<file path="src/rtl/spi_pkg.sv">
// Shared types and helpers for the SPI leader transceiver.
package spi_pkg;

    // Transfer sequencing states
    typedef enum logic [2:0] {
        IDLE,
        SETUP,
        SHIFT,
        HOLD,
        GAP
    } state_t;

    // SPI modes encoded as {cpol, cpha}
    localparam logic [1:0] MODE0 = 2'b00;
    localparam logic [1:0] MODE1 = 2'b01;
    localparam logic [1:0] MODE2 = 2'b10;
    localparam logic [1:0] MODE3 = 2'b11;

    // Width of the follower index; a single follower still needs one bit
    function automatic int ss_width(input int num_ss);
        return (num_ss > 1) ? $clog2(num_ss) : 1;
    endfunction

endpackage

</file>
<file path="src/rtl/spi_leader_transceiver_if.sv">
// User-side word interface and SPI pins of the leader, bundled together.
interface spi_leader_transceiver_if
    import spi_pkg::*;
#(
    parameter int DATA_WIDTH = 8,
    parameter int NUM_SS     = 1
);
    localparam int SS_W = ss_width(NUM_SS);

    logic [DATA_WIDTH-1:0] tx_data;
    logic                  send;
    logic                  cpol;
    logic                  cpha;
    logic [SS_W-1:0]       ss_sel;
    logic                  miso;
    logic                  sck;
    logic [NUM_SS-1:0]     ss_n;
    logic                  mosi;
    logic [DATA_WIDTH-1:0] rx_data;
    logic                  rx_valid;
    logic                  busy;

    modport master (
        input  tx_data, send, cpol, cpha, ss_sel, miso,
        output sck, ss_n, mosi, rx_data, rx_valid, busy
    );

    modport slave (
        output tx_data, send, cpol, cpha, ss_sel, miso,
        input  sck, ss_n, mosi, rx_data, rx_valid, busy
    );

endinterface

</file>
<file path="src/rtl/spi_sck_tick.sv">
// Enabled clock divider: one-cycle tick every CLK_DIV enabled cycles.
module spi_sck_tick #(
    parameter int CLK_DIV = 25
) (
    input  logic clk,
    input  logic rst_n,
    input  logic enable,
    input  logic restart,
    output logic tick
);
    localparam int CNT_W = $clog2(CLK_DIV);
    localparam logic [CNT_W-1:0] LAST = CNT_W'(CLK_DIV - 1);

    logic [CNT_W-1:0] cnt;

    // Count enabled cycles, wrapping after CLK_DIV; restart realigns the phase
    always_ff @(posedge clk or negedge rst_n) begin
        if (!rst_n) begin
            cnt <= '0;
        end else if (restart) begin
            cnt <= '0;
        end else if (enable) begin
            cnt <= (cnt == LAST) ? '0 : cnt + CNT_W'(1);
        end
    end

    assign tick = enable && (cnt == LAST);

endmodule

</file>
<file path="src/rtl/spi_leader_transceiver.sv">
// Full-duplex SPI leader: parallel word in, serial out, serial in, word out.
module spi_leader_transceiver
    import spi_pkg::*;
#(
    parameter int DATA_WIDTH = 8,
    parameter int CLK_DIV    = 25,
    parameter int NUM_SS     = 1
) (
    input  logic                    clk,
    input  logic                    rst_n,
    spi_leader_transceiver_if.master bus
);
    localparam int SS_W   = ss_width(NUM_SS);
    localparam int EDGE_W = $clog2(2 * DATA_WIDTH + 1);

    state_t                state;
    logic [1:0]            mode_q;
    logic [DATA_WIDTH-1:0] tx_shift;
    logic [DATA_WIDTH-1:0] rx_shift;
    logic [EDGE_W-1:0]     edge_cnt;
    logic [NUM_SS-1:0]     ss_decode_n;
    logic                  tick;
    logic                  tick_en;
    logic                  accept;
    logic                  leading;
    logic                  last_edge;
    logic                  drive_leading;
    logic                  drive_now;
    logic                  sample_now;

    assign accept        = (state == IDLE) && bus.send;
    assign tick_en       = (state != IDLE);
    assign leading       = ~edge_cnt[0];
    assign last_edge     = (edge_cnt == EDGE_W'(2 * DATA_WIDTH - 1));
    assign drive_leading = (mode_q == MODE1) || (mode_q == MODE3);
    assign drive_now     = drive_leading ? leading : (~leading && ~last_edge);
    assign sample_now    = ((mode_q == MODE0) || (mode_q == MODE2)) ? leading : ~leading;

    spi_sck_tick #(
        .CLK_DIV (CLK_DIV)
    ) u_tick (
        .clk     (clk),
        .rst_n   (rst_n),
        .enable  (tick_en),
        .restart (accept),
        .tick    (tick)
    );

    // Out-of-range follower indices decode to no select at all
    always_comb begin
        ss_decode_n = '1;
        for (int i = 0; i < NUM_SS; i++) begin
            if (bus.ss_sel == SS_W'(i)) begin
                ss_decode_n[i] = 1'b0;
            end
        end
    end

    // Transfer sequencer with registered SPI pins and word outputs
    always_ff @(posedge clk or negedge rst_n) begin
        if (!rst_n) begin
            state        <= IDLE;
            mode_q       <= MODE0;
            tx_shift     <= '0;
            rx_shift     <= '0;
            edge_cnt     <= '0;
            bus.sck      <= 1'b0;
            bus.ss_n     <= '1;
            bus.mosi     <= 1'b0;
            bus.rx_data  <= '0;
            bus.rx_valid <= 1'b0;
            bus.busy     <= 1'b0;
        end else begin
            bus.rx_valid <= 1'b0;
            case (state)
                IDLE: begin
                    if (bus.send) begin
                        mode_q   <= {bus.cpol, bus.cpha};
                        bus.sck  <= bus.cpol;
                        bus.ss_n <= ss_decode_n;
                        bus.busy <= 1'b1;
                        edge_cnt <= '0;
                        if (!bus.cpha) begin
                            bus.mosi <= bus.tx_data[DATA_WIDTH-1];
                            tx_shift <= {bus.tx_data[DATA_WIDTH-2:0], 1'b0};
                        end else begin
                            tx_shift <= bus.tx_data;
                        end
                        state <= SETUP;
                    end
                end
                SETUP, SHIFT: begin
                    if (tick) begin
                        bus.sck  <= ~bus.sck;
                        edge_cnt <= edge_cnt + EDGE_W'(1);
                        if (drive_now) begin
                            bus.mosi <= tx_shift[DATA_WIDTH-1];
                            tx_shift <= {tx_shift[DATA_WIDTH-2:0], 1'b0};
                        end
                        if (sample_now) begin
                            rx_shift <= {rx_shift[DATA_WIDTH-2:0], bus.miso};
                        end
                        if (state == SETUP) begin
                            state <= SHIFT;
                        end else if (last_edge) begin
                            state <= HOLD;
                        end
                    end
                end
                HOLD: begin
                    if (tick) begin
                        bus.ss_n     <= '1;
                        bus.rx_data  <= rx_shift;
                        bus.rx_valid <= 1'b1;
                        bus.busy     <= 1'b0;
                        state        <= GAP;
                    end
                end
                GAP: begin
                    if (tick) begin
                        state <= IDLE;
                    end
                end
                default: state <= IDLE;
            endcase
        end
    end

endmodule

</file>
<file path="src/flat_wrapper.sv">
// flat-port wrapper written by rule: the top's interface ports become plain ports
module spi_leader_transceiver_flat import spi_pkg::*;
#(
    parameter int DATA_WIDTH = 8,
    parameter int CLK_DIV    = 25,
    parameter int NUM_SS     = 1
)
  (clk, rst_n, bus_tx_data, bus_send, bus_cpol, bus_cpha, bus_ss_sel, bus_miso, bus_sck, bus_ss_n, bus_mosi, bus_rx_data, bus_rx_valid, bus_busy);
  spi_leader_transceiver_if #(.DATA_WIDTH(DATA_WIDTH), .NUM_SS(NUM_SS)) bus_i ();
  input  logic clk;
  input  logic rst_n;
  input wire logic [$bits(bus_i.tx_data)-1:0] bus_tx_data;
  input wire logic [$bits(bus_i.send)-1:0] bus_send;
  input wire logic [$bits(bus_i.cpol)-1:0] bus_cpol;
  input wire logic [$bits(bus_i.cpha)-1:0] bus_cpha;
  input wire logic [$bits(bus_i.ss_sel)-1:0] bus_ss_sel;
  input wire logic [$bits(bus_i.miso)-1:0] bus_miso;
  output wire logic [$bits(bus_i.sck)-1:0] bus_sck;
  output wire logic [$bits(bus_i.ss_n)-1:0] bus_ss_n;
  output wire logic [$bits(bus_i.mosi)-1:0] bus_mosi;
  output wire logic [$bits(bus_i.rx_data)-1:0] bus_rx_data;
  output wire logic [$bits(bus_i.rx_valid)-1:0] bus_rx_valid;
  output wire logic [$bits(bus_i.busy)-1:0] bus_busy;
  assign bus_i.tx_data = bus_tx_data;
  assign bus_i.send = bus_send;
  assign bus_i.cpol = bus_cpol;
  assign bus_i.cpha = bus_cpha;
  assign bus_i.ss_sel = bus_ss_sel;
  assign bus_i.miso = bus_miso;
  assign bus_sck = bus_i.sck;
  assign bus_ss_n = bus_i.ss_n;
  assign bus_mosi = bus_i.mosi;
  assign bus_rx_data = bus_i.rx_data;
  assign bus_rx_valid = bus_i.rx_valid;
  assign bus_busy = bus_i.busy;
  spi_leader_transceiver #(.DATA_WIDTH(DATA_WIDTH), .CLK_DIV(CLK_DIV), .NUM_SS(NUM_SS)) u_core (.clk(clk), .rst_n(rst_n), .bus(bus_i));
endmodule
</file>
<file path="config.mk">
export PLATFORM = sky130hd
export DESIGN_NAME = spi_leader_transceiver_flat
export DESIGN_NICKNAME = d
export VERILOG_FILES = /design/src/rtl/spi_pkg.sv /design/src/rtl/spi_leader_transceiver_if.sv /design/src/rtl/spi_sck_tick.sv /design/src/rtl/spi_leader_transceiver.sv /design/src/flat_wrapper.sv
export SDC_FILE = /design/constraint.sdc
export NUM_CORES = 1
export LEC_CHECK = 0
export CAP_MARGIN = 0
export CORE_MARGIN = 4
export CORE_UTILIZATION = 49
export CTS_CLUSTER_DIAMETER = 40
export CTS_CLUSTER_SIZE = 40
export DETAILED_ROUTE_END_ITERATION = 12
export PLACE_DENSITY_LB_ADDON = 0.05
export SYNTH_ARGS = -nofsm -noshare
export SYNTH_HDL_FRONTEND = slang
export SYNTH_HIERARCHICAL = 1
export SYNTH_SLANG_ARGS = --single-unit
export TNS_END_PERCENT = 100
</file>
<file path="constraint.sdc">
create_clock -name clk -period 2.2 [get_ports clk]
set_input_delay 0.66 -clock clk [delete_from_list [all_inputs] [get_ports clk]]
set_output_delay 0.66 -clock clk [all_outputs]
set_load 0.01 [all_outputs]
</file>
Yosys cells after proc, flatten, opt, wreduce, memory -nomap -nowiden. Cells that the tools add are included.

Flip-flop bits (word level): 44. Input port bits: 15. Output and inout bits: 13. Word-level logic and storage cells: 90.

Add/sub/neg operators: 2. Eq/ne operators: 16. Muxes and demuxes: 37. Bitwise logic cells: 3. Reductions and logical operators: 20.

Operators with widths (number): $mux W8 (4); $mux W5 (5); $mux W3 (6); $pmux W8 S2 (1); $mux W1 (15); $pmux W3 S4 (1); $add A5 B1 Y5 const B (2); $pmux W5 S2 (1); $reduce_and A5 Y1 (2); $reduce_and A3 Y1 (3); $ne A2 B1 Y1 const B (4); $pmux W1 S2 (4); $eq A3 B2 Y1 const B (2); $reduce_bool A2 Y1 (3); $eq A5 B4 Y1 const B (1); $eq A5 B5 Y1 const B (1); $eq A2 B2 Y1 const B (2); $ne A2 B2 Y1 const B (2); $reduce_and A2 Y1 (2); $reduce_and A4 Y1 (1); $eq A3 B1 Y1 const B (1); $eq A3 B3 Y1 const B (1); $logic_and A1 B1 Y1 (3); $logic_not A3 Y1 (1); 7 further kinds (10).

Depth between registers and ports, before layout.
Depth in word-level cells: 7. Depth in mapped cells: 9. Depth with buffers taken out: 8.

Hierarchy. The synthesis kept the hierarchy.

By module, submodules not included: spi_leader_transceiver (instances 1, cells each 166, area an instance 1891.8 um2, seq. area each 952.2 um2); spi_sck_tick (instances 1, cells each 32, area an instance 287.8 um2, seq. area each 125.1 um2).

Worst setup path before layout. OpenSTA, ideal clock, no wires.

Path kind: reg-to-reg. From: register u_core.state[2]. To: register u_core.tx_shift[0]. Library setup time: 0.125 ns. Arrival time: 2.331 ns. Data required time: 2.075 ns. Slack: -0.256 ns. Stages on the path, launching flop included: 9. Path buffers: 1. Period minus slack after synthesis: 2.456 ns. Cell sequence: dfrtp_1 > buf_2 > or3_1 > inv_2 > nor2_1 > mux2i_1 > o21a_4 > nor3_4 > mux2_2.

Cells in the longest elaborated chain, start to end: 4. Elaborated cells between the ends (all ways): 12. Classes of those cells: 5 x eq/ne; 1 x mux; 6 x reduce/logical.

RTL lines: from (decl) (line spi_leader_transceiver.sv:16) `state_t state;`; from (signal assigned) (line spi_leader_transceiver.sv:62) `state <= IDLE;`; from (signal assigned) (line spi_leader_transceiver.sv:89) `state <= SETUP;`; from (signal assigned) (line spi_leader_transceiver.sv:104) `state <= SHIFT;`; $reduce_bool A3 Y1 (line spi_leader_transceiver.sv:32) `assign tick_en = (state != IDLE);`; named net u_core.tick_en (line spi_leader_transceiver.sv:23) `logic tick_en;`; $logic_and A1 B1 Y1 (line spi_sck_tick.sv:27) `assign tick = enable && (cnt == LAST);`; named net u_core.tick (line spi_leader_transceiver.sv:22) `logic tick;`; $ne A2 B1 Y1 (no source line); $reduce_and A4 Y1 (no source line); to (signal assigned) (line spi_leader_transceiver.sv:85) `tx_shift <= {bus.tx_data[DATA_WIDTH-2:0], 1'b0};`; to (signal assigned) (line spi_leader_transceiver.sv:87) `tx_shift <= bus.tx_data;`; to (signal assigned) (line spi_leader_transceiver.sv:98) `tx_shift <= {tx_shift[DATA_WIDTH-2:0], 1'b0};`; to (decl) (line spi_leader_transceiver.sv:18) `logic [DATA_WIDTH-1:0] tx_shift;`.

The timed path passes the listed nets, and every way through them passes these cells. A chain may end at the register's enable or synchronous reset.

Worst setup path after layout.
From: register u_core.u_tick.cnt[0]. To: register u_core.edge_cnt[3].

Cells in the longest elaborated chain, start to end: 4.

RTL lines: from (decl) (line spi_sck_tick.sv:14) `logic [CNT_W-1:0] cnt;`; from (signal assigned) (line spi_sck_tick.sv:23) `cnt <= (cnt == LAST) ? '0 : cnt + CNT_W'(1);`; $eq A5 B5 Y1 (line spi_sck_tick.sv:27); $logic_and A1 B1 Y1 (line spi_sck_tick.sv:27); named net u_core.tick (line spi_leader_transceiver.sv:22); $ne A2 B1 Y1 (no source line); $reduce_and A3 Y1 (no source line); to (signal assigned) (line spi_leader_transceiver.sv:95) `edge_cnt <= edge_cnt + EDGE_W'(1);`; to (decl) (line spi_leader_transceiver.sv:20) `logic [EDGE_W-1:0] edge_cnt;`.

The timed path passes the listed nets, and every way through them passes these cells.

==> impl_metrics.ini <==
[die]
die_h_um = 74.7
fp.dieArea_um2 = 5580
row_count = 23
io_pins = 28
fp.dieW_um = 74.7
core_area_um2 = 4140
start_util_pct = 52.6

[global_routing]
met2_usage_pct = 26.2
grtUsageTotal_pct = 16.7
globalRouteOverflowTotal = 0
grt_pass1_wl_um = 7120
grt_max_degree = 25
grtUsageMet3_pct = 3.20
met1_usage_pct = 22.9
antenna_found_initial = 0
first_global_vias = 1525
grt-busiest-layer = met2

[min_path]
hold_path_class = in -> async

[synth]
syn_area_um2 = 2180
synth-seq-cells = 43
synthAdderAreaFrac_pct = 2.30
muxShareOfSynthArea_pct = 17.5
syn_inst = 198
synth_top_family_by_area = multiplexers
ys_seq_area_share_pct = 49.4
synthSimpleGateAreaFrac_pct = 16.1
synth_compound_area_share_pct = 8.04
synth.avg_cell_area_um2 = 11.0
synth_nets = 217
yosysWarnings = 6
ys_types = 41
synth_xor_xnor_area_share_pct = 2.07

[cts]
clockBufferDepth = 2
cts_buffers = 5
cts.sinks = 43
clk_latency_ps = 290
clk_pin_slew_ps = 90
clockRootBuffer = clkbuf_8
cts_max_level = 2
cts_tree = done

[setup_path]
rr_endpoint = u_core/edge_cnt[3]
crit_arrival_ps = 2330
worst-r2r-cell-count = 8
path_depth = 8
cp-start-kind = flip-flop
crit_type = reg -> reg
slowest_stage = or4_1
cp_top_family = simple AND/OR/NAND/NOR gates
reg2reg_from = u_core/u_tick/cnt[0]
path_cells = inv_2, ha_4, nand4b_1, nor2_4, mux2i_1, o21a_4, or4_1, a21oi_1
critPathRequiredTime_ps = 2410
cp_max_fo = 7
path_buf_inv = 1
critPathCaptureType = flip-flop
reg2reg_slack_ps = 80
cp_slowest_stage_delay_ps = 480

[final_layout]
layoutNonFillerInstCount = 297
mostFrequentLayoutCell = dfrtp_1
layout-drive-gt1-share_pct = 29.6
layout_common_cells = 42 x dfrtp_1, 34 x nand2_1, 26 x clkdlybuf4s50_1
fill_cells = 319
diodes = 0
nets = 265
area_delta_synth_final_pct = 28.3

[route]
vias = 1573
wl_um = 4340
drcViolationCount = 0
vias_per_cell = 5.30
dr.pass1.iters = 4
drt_iter0_drc = 75
ant_nets = 0
wl_per_cell_um = 14.6

[placed_design]
io_buffers = 27
dp.final_hpwl_um = 3060
gp_congestion = 0.810
dp.cells = 281
place_ws_ps = -65.0

[timing]
fin_ws_ps = 78.6
fin_tns_setup_ps = 0
relSlewSlack_pct = 67.1
fin_skew_ps = 8.36
hold_viol = 0
whs_ps = 316
fin_crit_sh_pct = 96.4
finalSetupViolCount = 0
fmax_ghz = 0.471
drv_slew = 0
worstMarginPinSlew_ps = 493
period_needed_ps = 2120

[power]
total_power_w = 0.00322
ir_drop_uv = 556
power_density_nw_per_um2 = 1150
p_leak_nw = 1.29

[flow_run]
max-cap-violations = 0

[outcome]
outcome = complete, no violations
kinds of logic after synthesis:
group	Yosys count
adder cells (fa/ha/maj)	4
AND/OR/NAND/NOR	69
multiplexers	35
buffers and inverters	20
AO/OA/AOI/OAI	24
XOR/XNOR	3
flip-flops	43
state kept, by name, indices dropped and copies added (netlist names):
| name | flops |
|---|---|
| u_core/bus.rx_data | 8 |
| u_core/rx_shift | 8 |
| u_core/tx_shift | 8 |
| u_core/edge_cnt | 5 |
| u_core/u_tick/cnt | 5 |
| u_core/state | 3 |
| u_core/bus.busy | 1 |
| u_core/bus.mosi | 1 |
| u_core/bus.rx_valid | 1 |
| u_core/bus.sck | 1 |
| u_core/bus.ss_n | 1 |
| u_core/mode_q | 1 |
worst reg2reg max path, stage by stage (launching register included):
cell and delay [ps]:
dfrtp_1 410, inv_2 80, ha_4 130, nand4b_1 210, nor2_4 180, mux2i_1 90
o21a_4 260, or4_1 480, a21oi_1 190
what timing repair did:
item	in CTS	in global routing
setup buffers	0	7
hold buffers	0	0
endpoints found under the setup margin	0	20
resized for setup	0	16
where the power goes:
group,leakage (nW),total [W],internal [W],switching (W)
Sequential,0.549,0.00123,0.00105,0.000179
Combinational,0.696,0.00150,0.000803,0.000699
Clock,0.0402,0.000493,0.000221,0.000272
cell type report:
cell class	instances	area, um2	share of cell area, %
well taps	50	62.6	2.24
clock buffers	5	68.8	2.46
repair buffers	48	447	16.0
repair inverters	1	5.00	0.179
flip-flops and latches	43	1080	38.5
inverters	12	48.8	1.74
multi-input cells	135	1070	38.2
clock inverters	3	20.0	0.716
routing by layer:
metal / part of all wire (%) / wire length [um]
met5: 0 / 0
met4: 1.6 / 71
met3: 3.0 / 129
met2: 49 / 2150
met1: 46 / 1990
Yosys cell counts:
master     instances  area, um2
xor2_1             1       8.76
a21oi_1            5       25.0
buf_1              1       3.75
buf_4              2       15.0
and4b_1            1       10.0
clkinv_1           1       3.75
nand3b_1           2       15.0
nor2b_1            2       12.5
buf_2              1       5.00
and3_1             2       12.5
o31ai_1            3       22.5
a311o_1            1       10.0
o21ai_0            8       40.0
or4_1              3       22.5
dfstp_2            1       26.3
nand2b_1           1       6.26
xnor2_1            1       8.76
a31oi_1            1       6.26
o21a_4             1       15.0
xnor2_4            1       27.5
a2111oi_4          1       27.5
mux2i_1           10        100
o211ai_1           1       7.51
nor3_4             1       16.3
or3_1              2       12.5
clkbuf_1           2       7.51
inv_2              1       3.75
nor4_1             2       12.5
nor2_1             9       33.8
nand3_1            6       30.0
a21o_1             1       7.51
o21ai_1            1       5.00
inv_1             10       37.5
nor2_4             2       22.5
dfrtp_1           42       1050
nand4b_1           2       17.5
buf_6              2       22.5
ha_1               4       50.1
mux2_2            25        282
o41ai_1            1       8.76
nand2_1           34        128
stage by stage:
stage               utilization (%)  area (um2)
floorplan                         -        2190
global placement               62.3        2580
detailed placement             62.3        2580
CTS                            64.5        2670
global route                   67.5        2800
finish                         67.5        2800
how the worst max path moves through the flow:
stage | from | endpoint
after floorplan | u_core/state[2] | u_core/tx_shift[0]
after global placement | bus_send | u_core/tx_shift[3]
after detailed placement | bus_send | u_core/bus.mosi
after CTS | u_core/u_tick/cnt[0] | u_core/tx_shift[7]
after global routing | u_core/u_tick/cnt[0] | u_core/edge_cnt[3]
final | u_core/u_tick/cnt[0] | u_core/edge_cnt[3]
Power figures use the tool's default switching activity.
